## config.mk

```make
export PLATFORM = sky130hd
export DESIGN_NAME = motor_cmd_sequencer
export DESIGN_NICKNAME = d
export VERILOG_FILES = /design/src/rtl/motor_cmd_sequencer.sv
export SDC_FILE = /design/constraint.sdc
export NUM_CORES = 1
export LEC_CHECK = 0
export CAP_MARGIN = 20
export CORE_ASPECT_RATIO = 0.9
export CORE_MARGIN = 4
export CORE_UTILIZATION = 50
export DETAILED_ROUTE_END_ITERATION = 8
export HOLD_SLACK_MARGIN = 0.02
export PLACE_DENSITY = 0.69
export SETUP_SLACK_MARGIN = 0.2
export SKIP_LAST_GASP = 1
export SLEW_MARGIN = 20
export SYNTH_ARGS = -nofsm -noshare
export SYNTH_HDL_FRONTEND = slang
export SYNTH_SLANG_ARGS = --single-unit
export TNS_END_PERCENT = 20
```

## constraint.sdc

```tcl
create_clock -name clk -period 2.6 [get_ports clk]
set_input_delay 0.26 -clock clk [delete_from_list [all_inputs] [get_ports clk]]
set_output_delay 0.26 -clock clk [all_outputs]
set_load 0.1 [all_outputs]
```

## src/rtl/motor_cmd_sequencer.sv

```systemverilog
// motor_cmd_sequencer: releases one rover UART command sender at a time, muxes its line out, re-sends the last command as a heartbeat; define MOTOR_CMD_DEDUP_EN to drop repeated identical requests
module motor_cmd_sequencer #(
  parameter int GAP_CYCLES       = 50_000,
  parameter int HEARTBEAT_CYCLES = 100_000_000,
  parameter int TIMEOUT_CYCLES   = 5_000_000,
  parameter int READY_MASK       = 4
) (
  input  logic       clk,
  input  logic       rst,
  input  logic       cmd_valid_i,
  input  logic [1:0] cmd_code_i,
  input  logic [2:0] speed_in_i,
  output logic       cmd_ready_o,
  output logic [3:0] sender_rst_o,
  input  logic [3:0] sender_ready_i,
  input  logic [3:0] sender_uart_i,
  output logic       uart_out_o,
  output logic [2:0] speed_out_o,
  output logic       busy_o,
  output logic       timeout_err_o
);
  localparam int GW = $clog2(GAP_CYCLES) + 1;
  localparam int HW = $clog2(HEARTBEAT_CYCLES) + 1;
  localparam int TW = $clog2(TIMEOUT_CYCLES) + 1;
  localparam int MW = $clog2(READY_MASK) + 1;
  localparam logic [GW-1:0] GAP_MAX  = GW'(GAP_CYCLES - 1);
  localparam logic [HW-1:0] HB_MAX   = HW'(HEARTBEAT_CYCLES - 1);
  localparam logic [TW-1:0] TO_MAX   = TW'(TIMEOUT_CYCLES - 1);
  localparam logic [MW-1:0] MASK_MAX = MW'(READY_MASK - 1);

  typedef enum logic [1:0] {IDLE, LAUNCH, SEND, GAP} state_t;

  state_t        state_q, state_d;
  logic [1:0]    sel_q, sel_d, last_cmd_q, last_cmd_d;
  logic [2:0]    speed_q, speed_d;
  logic          last_valid_q, last_valid_d, timeout_q, timeout_d;
  logic [3:0]    sender_rst_q, sender_rst_d;
  logic [GW-1:0] gap_q, gap_d;
  logic [HW-1:0] hb_q, hb_d;
  logic [TW-1:0] to_q, to_d;
  logic [MW-1:0] mask_q, mask_d;
  logic          accept, dup, launch, hb_exp;
  logic [3:0]    sel_oh;
  logic [TW-1:0] to_inc;

`ifdef MOTOR_CMD_DEDUP_EN
  assign dup = last_valid_q && cmd_code_i == last_cmd_q && speed_in_i == speed_q;
`else
  assign dup = 1'b0;
`endif

  assign accept = cmd_valid_i && cmd_ready_o;
  assign launch = accept && !dup;
  assign hb_exp = last_valid_q && hb_q == HB_MAX;
  assign sel_oh = 4'b0001 << sel_q;
  assign to_inc = to_q == TO_MAX ? to_q : to_q + 1'b1;

  // state and datapath registers; reset returns every sender to reset and the line to idle
  always_ff @(posedge clk) begin
    if (rst) begin
      state_q      <= IDLE;
      sel_q        <= '0;
      last_cmd_q   <= '0;
      speed_q      <= '0;
      last_valid_q <= 1'b0;
      timeout_q    <= 1'b0;
      sender_rst_q <= 4'hF;
      gap_q        <= '0;
      hb_q         <= '0;
      to_q         <= '0;
      mask_q       <= '0;
    end else begin
      state_q      <= state_d;
      sel_q        <= sel_d;
      last_cmd_q   <= last_cmd_d;
      speed_q      <= speed_d;
      last_valid_q <= last_valid_d;
      timeout_q    <= timeout_d;
      sender_rst_q <= sender_rst_d;
      gap_q        <= gap_d;
      hb_q         <= hb_d;
      to_q         <= to_d;
      mask_q       <= mask_d;
    end
  end

  // next state: counters idle at zero outside their own state and saturate inside it
  always_comb begin
    state_d      = state_q;
    sel_d        = sel_q;
    last_cmd_d   = last_cmd_q;
    speed_d      = speed_q;
    last_valid_d = last_valid_q;
    timeout_d    = timeout_q;
    sender_rst_d = 4'hF;
    gap_d        = '0;
    hb_d         = '0;
    to_d         = '0;
    mask_d       = '0;
    case (state_q)
      IDLE: begin
        hb_d = (last_valid_q && !launch) ? (hb_exp ? hb_q : hb_q + 1'b1) : '0;
        if (launch) begin
          state_d      = LAUNCH;
          sel_d        = cmd_code_i;
          last_cmd_d   = cmd_code_i;
          speed_d      = speed_in_i;
          last_valid_d = 1'b1;
        end else if (hb_exp) begin
          state_d = LAUNCH;
          sel_d   = last_cmd_q;
        end
      end
      LAUNCH: begin
        mask_d       = mask_q == MASK_MAX ? mask_q : mask_q + 1'b1;
        to_d         = to_inc;
        sender_rst_d = ~sel_oh;
        state_d      = mask_q == MASK_MAX ? SEND : LAUNCH;
      end
      SEND: begin
        to_d = to_inc;
        if (sender_ready_i[sel_q]) begin
          state_d = GAP;
        end else if (to_q == TO_MAX) begin
          state_d   = GAP;
          timeout_d = 1'b1;
        end else begin
          sender_rst_d = ~sel_oh;
        end
      end
      GAP: begin
        gap_d   = gap_q == GAP_MAX ? gap_q : gap_q + 1'b1;
        state_d = gap_q == GAP_MAX ? IDLE : GAP;
      end
    endcase
  end

  // outputs decoded from registered state so the uart mux select never glitches
  always_comb begin
    cmd_ready_o   = state_q == IDLE && !rst;
    busy_o        = state_q != IDLE;
    uart_out_o    = (state_q == LAUNCH || state_q == SEND) ? sender_uart_i[sel_q] : 1'b1;
    sender_rst_o  = sender_rst_q;
    speed_out_o   = speed_q;
    timeout_err_o = timeout_q;
  end
endmodule
```

==> impl_metrics.ini <==
[status]
status = complete, no violations

[timing]
setup_viol = 0
fin_crit_sh = 0.799
max_slew_margin = 0.629
fmax_mhz = 481
setup_tns_ns = 0
skew_ns = 0.0122
timing.final.max_slew_violations = 0
finalWorstSetupSlack_ns = 0.522
rsz0062_at_grt = false
post-route-min-period_ns = 2.08
worst_pin_slew_ns = 0.553
hold_violations = 0

[cells_and_area]
finalNetCount = 537
layout-drive-gt1-share = 0.101
syn2layout_area_growth_pct = 14.8
n_fill_cell = 711
fin_util = 0.588
postLayoutCellArea_um2 = 4720
antenna_cells = 0

[setup_path]
rr_worst_depth = 6
cp-end-kind = flop
worstSetupPathDepth = 6
start_kind = flop
crit_path_max_incr_delay_ns = 0.56
cpMaxStageDelayCell = nor3_2
worstPathArrival_ns = 2.33
path_class = reg -> reg
cp_top_family = simple AND/OR/NAND/NOR gates
worstPathMaxFanout = 9
cp_cell_sequence = ha_1 -> and4_1 -> nand4_1 -> nor3_2 -> mux2i_1 -> nor2_1
cp_num_buf_inv = 0
required_ns = 2.85

[drt]
antenna_left = 0
drt-initial-drc-count = 102
viasPerCell = 5.50
post_drt_wl_per_cell_um = 13.1
routed_wl_um = 8090
vias = 3381
drtPass1Iterations = 4
drt_drc_violations_left = 0

[place]
placed_area_um2 = 4500
place_congestion = 0.792
dp_hpwl_um = 5920
portBuffers = 26
dp_slack_ns = 0.441

[synthesis]
synth_most_common_cell = dfxtp_1
synth_top_cell_by_area = dfxtp_1
netlist_area_um2 = 4110
synth_fp_nets = 504
async_reset_ff_frac = 0
yosysWarnings = 0
ys_seq_area_frac = 0.423
synth_commonest_cells = 87 x dfxtp_1, 72 x nor2_1, 42 x nand2_1, 31 x xnor2_1, 22 x o21ai_0
synth_top_area_frac = 0.423
syn_avg_cell_area_um2 = 8.61
synth_edf_count = 0
synth_cell_type_count = 53
synthCells = 478
synthFlopType = dfxtp_1
ys_ff_latch = 87
synth.area.top_cells = dfxtp_1 42%, xnor2_1 6.6%, nor2_1 6.6%, xor2_1 4.5%, nand2_1 3.8%

[clock_tree]
clock_latency_ns = 0.35
clock-sinks = 87
cts_hold_buffers = 0
cts-htree-levels = 3
cts_resized = 0
clockBufferDepth = 2
cts_inserted_buffers = 9
path_clk_slew_ns = 0.09
cts-root-buf = clkbuf_8
post-cts-setup-buffers = 0
cts_tree = yes

[worst_hold_path]
hold_class = reg -> reg
holdPathStages = 2

[pwr]
p_per_area_nw_per_um2 = 581
peakVddDrop_mv = 0.346
leakage_nw = 1.50
report.power.total_mw = 2.74

[global_routing]
grt_antenna_before_repair = 0
grt-ovfl-total = 0
grt_max_degree = 21
grt_pass1_vias = 3150
grt_use_total = 0.177
grt_first_pass_wirelength_um = 14300

[die]
row_count = 31
die_w_um = 104
coreArea_um2 = 8030
die_area_um2 = 9750
dieHeight_um = 94.1
initial_core_util = 0.512
ios = 27

[flow_run]
drv_cap = 0
through the flow:
step / cells / hold WS (ns)
3_3_place_gp: 599 / 0.451
6_report: 615 / 0.472
5_1_grt: 615 / 0.446
2_1_floorplan: 478 / 0.359
4_1_cts: 615 / 0.467
3_5_place_dp: 599 / 0.459
kinds of logic after synthesis:
group	synth area share
XOR/XNOR	0.111
buffers and inverters	0.0268
multiplexers	0.0207
adder cells (fa/ha/maj)	0.0304
flip-flops	0.423
AND/OR/NAND/NOR	0.298
AO/OA/AOI/OAI	0.0903
registers in the layout, summed over array words and instances (netlist names):
register,cells
timeout_err_o,1
state_q,2
mask_q,3
speed_out_o,3
sender_rst_o,4
last_cmd_q,2
sel_q,2
last_valid_q,1
to_q,24
gap_q,17
hb_q,28
metal layers:
metal	wire length, um	up-vias	track usage
met5	0	-	0
met4	91	0	0.0465
met3	238	10	0.0488
met2	3620	44	0.290
met1	4130	1585	0.231
li1	-	1742	-
cell type report:
cell class / count / area, um2 / share of cell area
multi-input combinational: 364 / 2280 / 0.483
sequential: 87 / 1740 / 0.369
timing repair buffer: 33 / 285 / 0.0604
clock buffer: 9 / 124 / 0.0262
tap: 99 / 124 / 0.0262
clock inverter: 7 / 103 / 0.0217
inverter: 16 / 63.8 / 0.0135
worst reg2reg max path, delay by kind of cell, from the launching register on:
kind                       cells  cell delay [ns]
and+or+nand+nor                4             1.11
DFF                            1             0.41
muxes                          1             0.26
adders and majority gates      1             0.20
final timing paths:
kind                         startpoint                    endpoint  slack, ns
max                hb_q[0]$_SDFFE_PP0N_        hb_q[1]$_SDFFE_PP0N_       0.52
min reg2reg  last_cmd_q[1]$_SDFFE_PP0P_  last_cmd_q[1]$_SDFFE_PP0P_       0.47
max reg2reg        hb_q[0]$_SDFFE_PP0N_        hb_q[1]$_SDFFE_PP0N_       0.52
min          last_cmd_q[1]$_SDFFE_PP0P_  last_cmd_q[1]$_SDFFE_PP0P_       0.47
report_power, final:
part           switching [mW]  internal [mW]
sequential             0.0201           1.36
combinational           0.214         0.0946
clock                   0.507          0.553
total                   0.741           2.00
layout by cell type (no fill, tap or decap), types with 3 or more instances in the layout:
cell type	count
nand4_1	14
buf_4	18
dfxtp_1	87
and2_1	4
o21ai_0	22
xnor2_1	31
and3_1	4
nor2b_1	5
nand2_1	42
ha_1	9
clkbuf_8	9
nor3_1	17
o31ai_1	5
inv_6	3
or4_1	3
and4_1	6
mux2i_1	4
or3_1	11
xor2_1	21
inv_1	12
nand3_1	19
nor2_1	71
a21oi_1	20
clkdlybuf4s50_1	15
nor4_1	16
No activity file was read; power rests on OpenSTA's default activity.
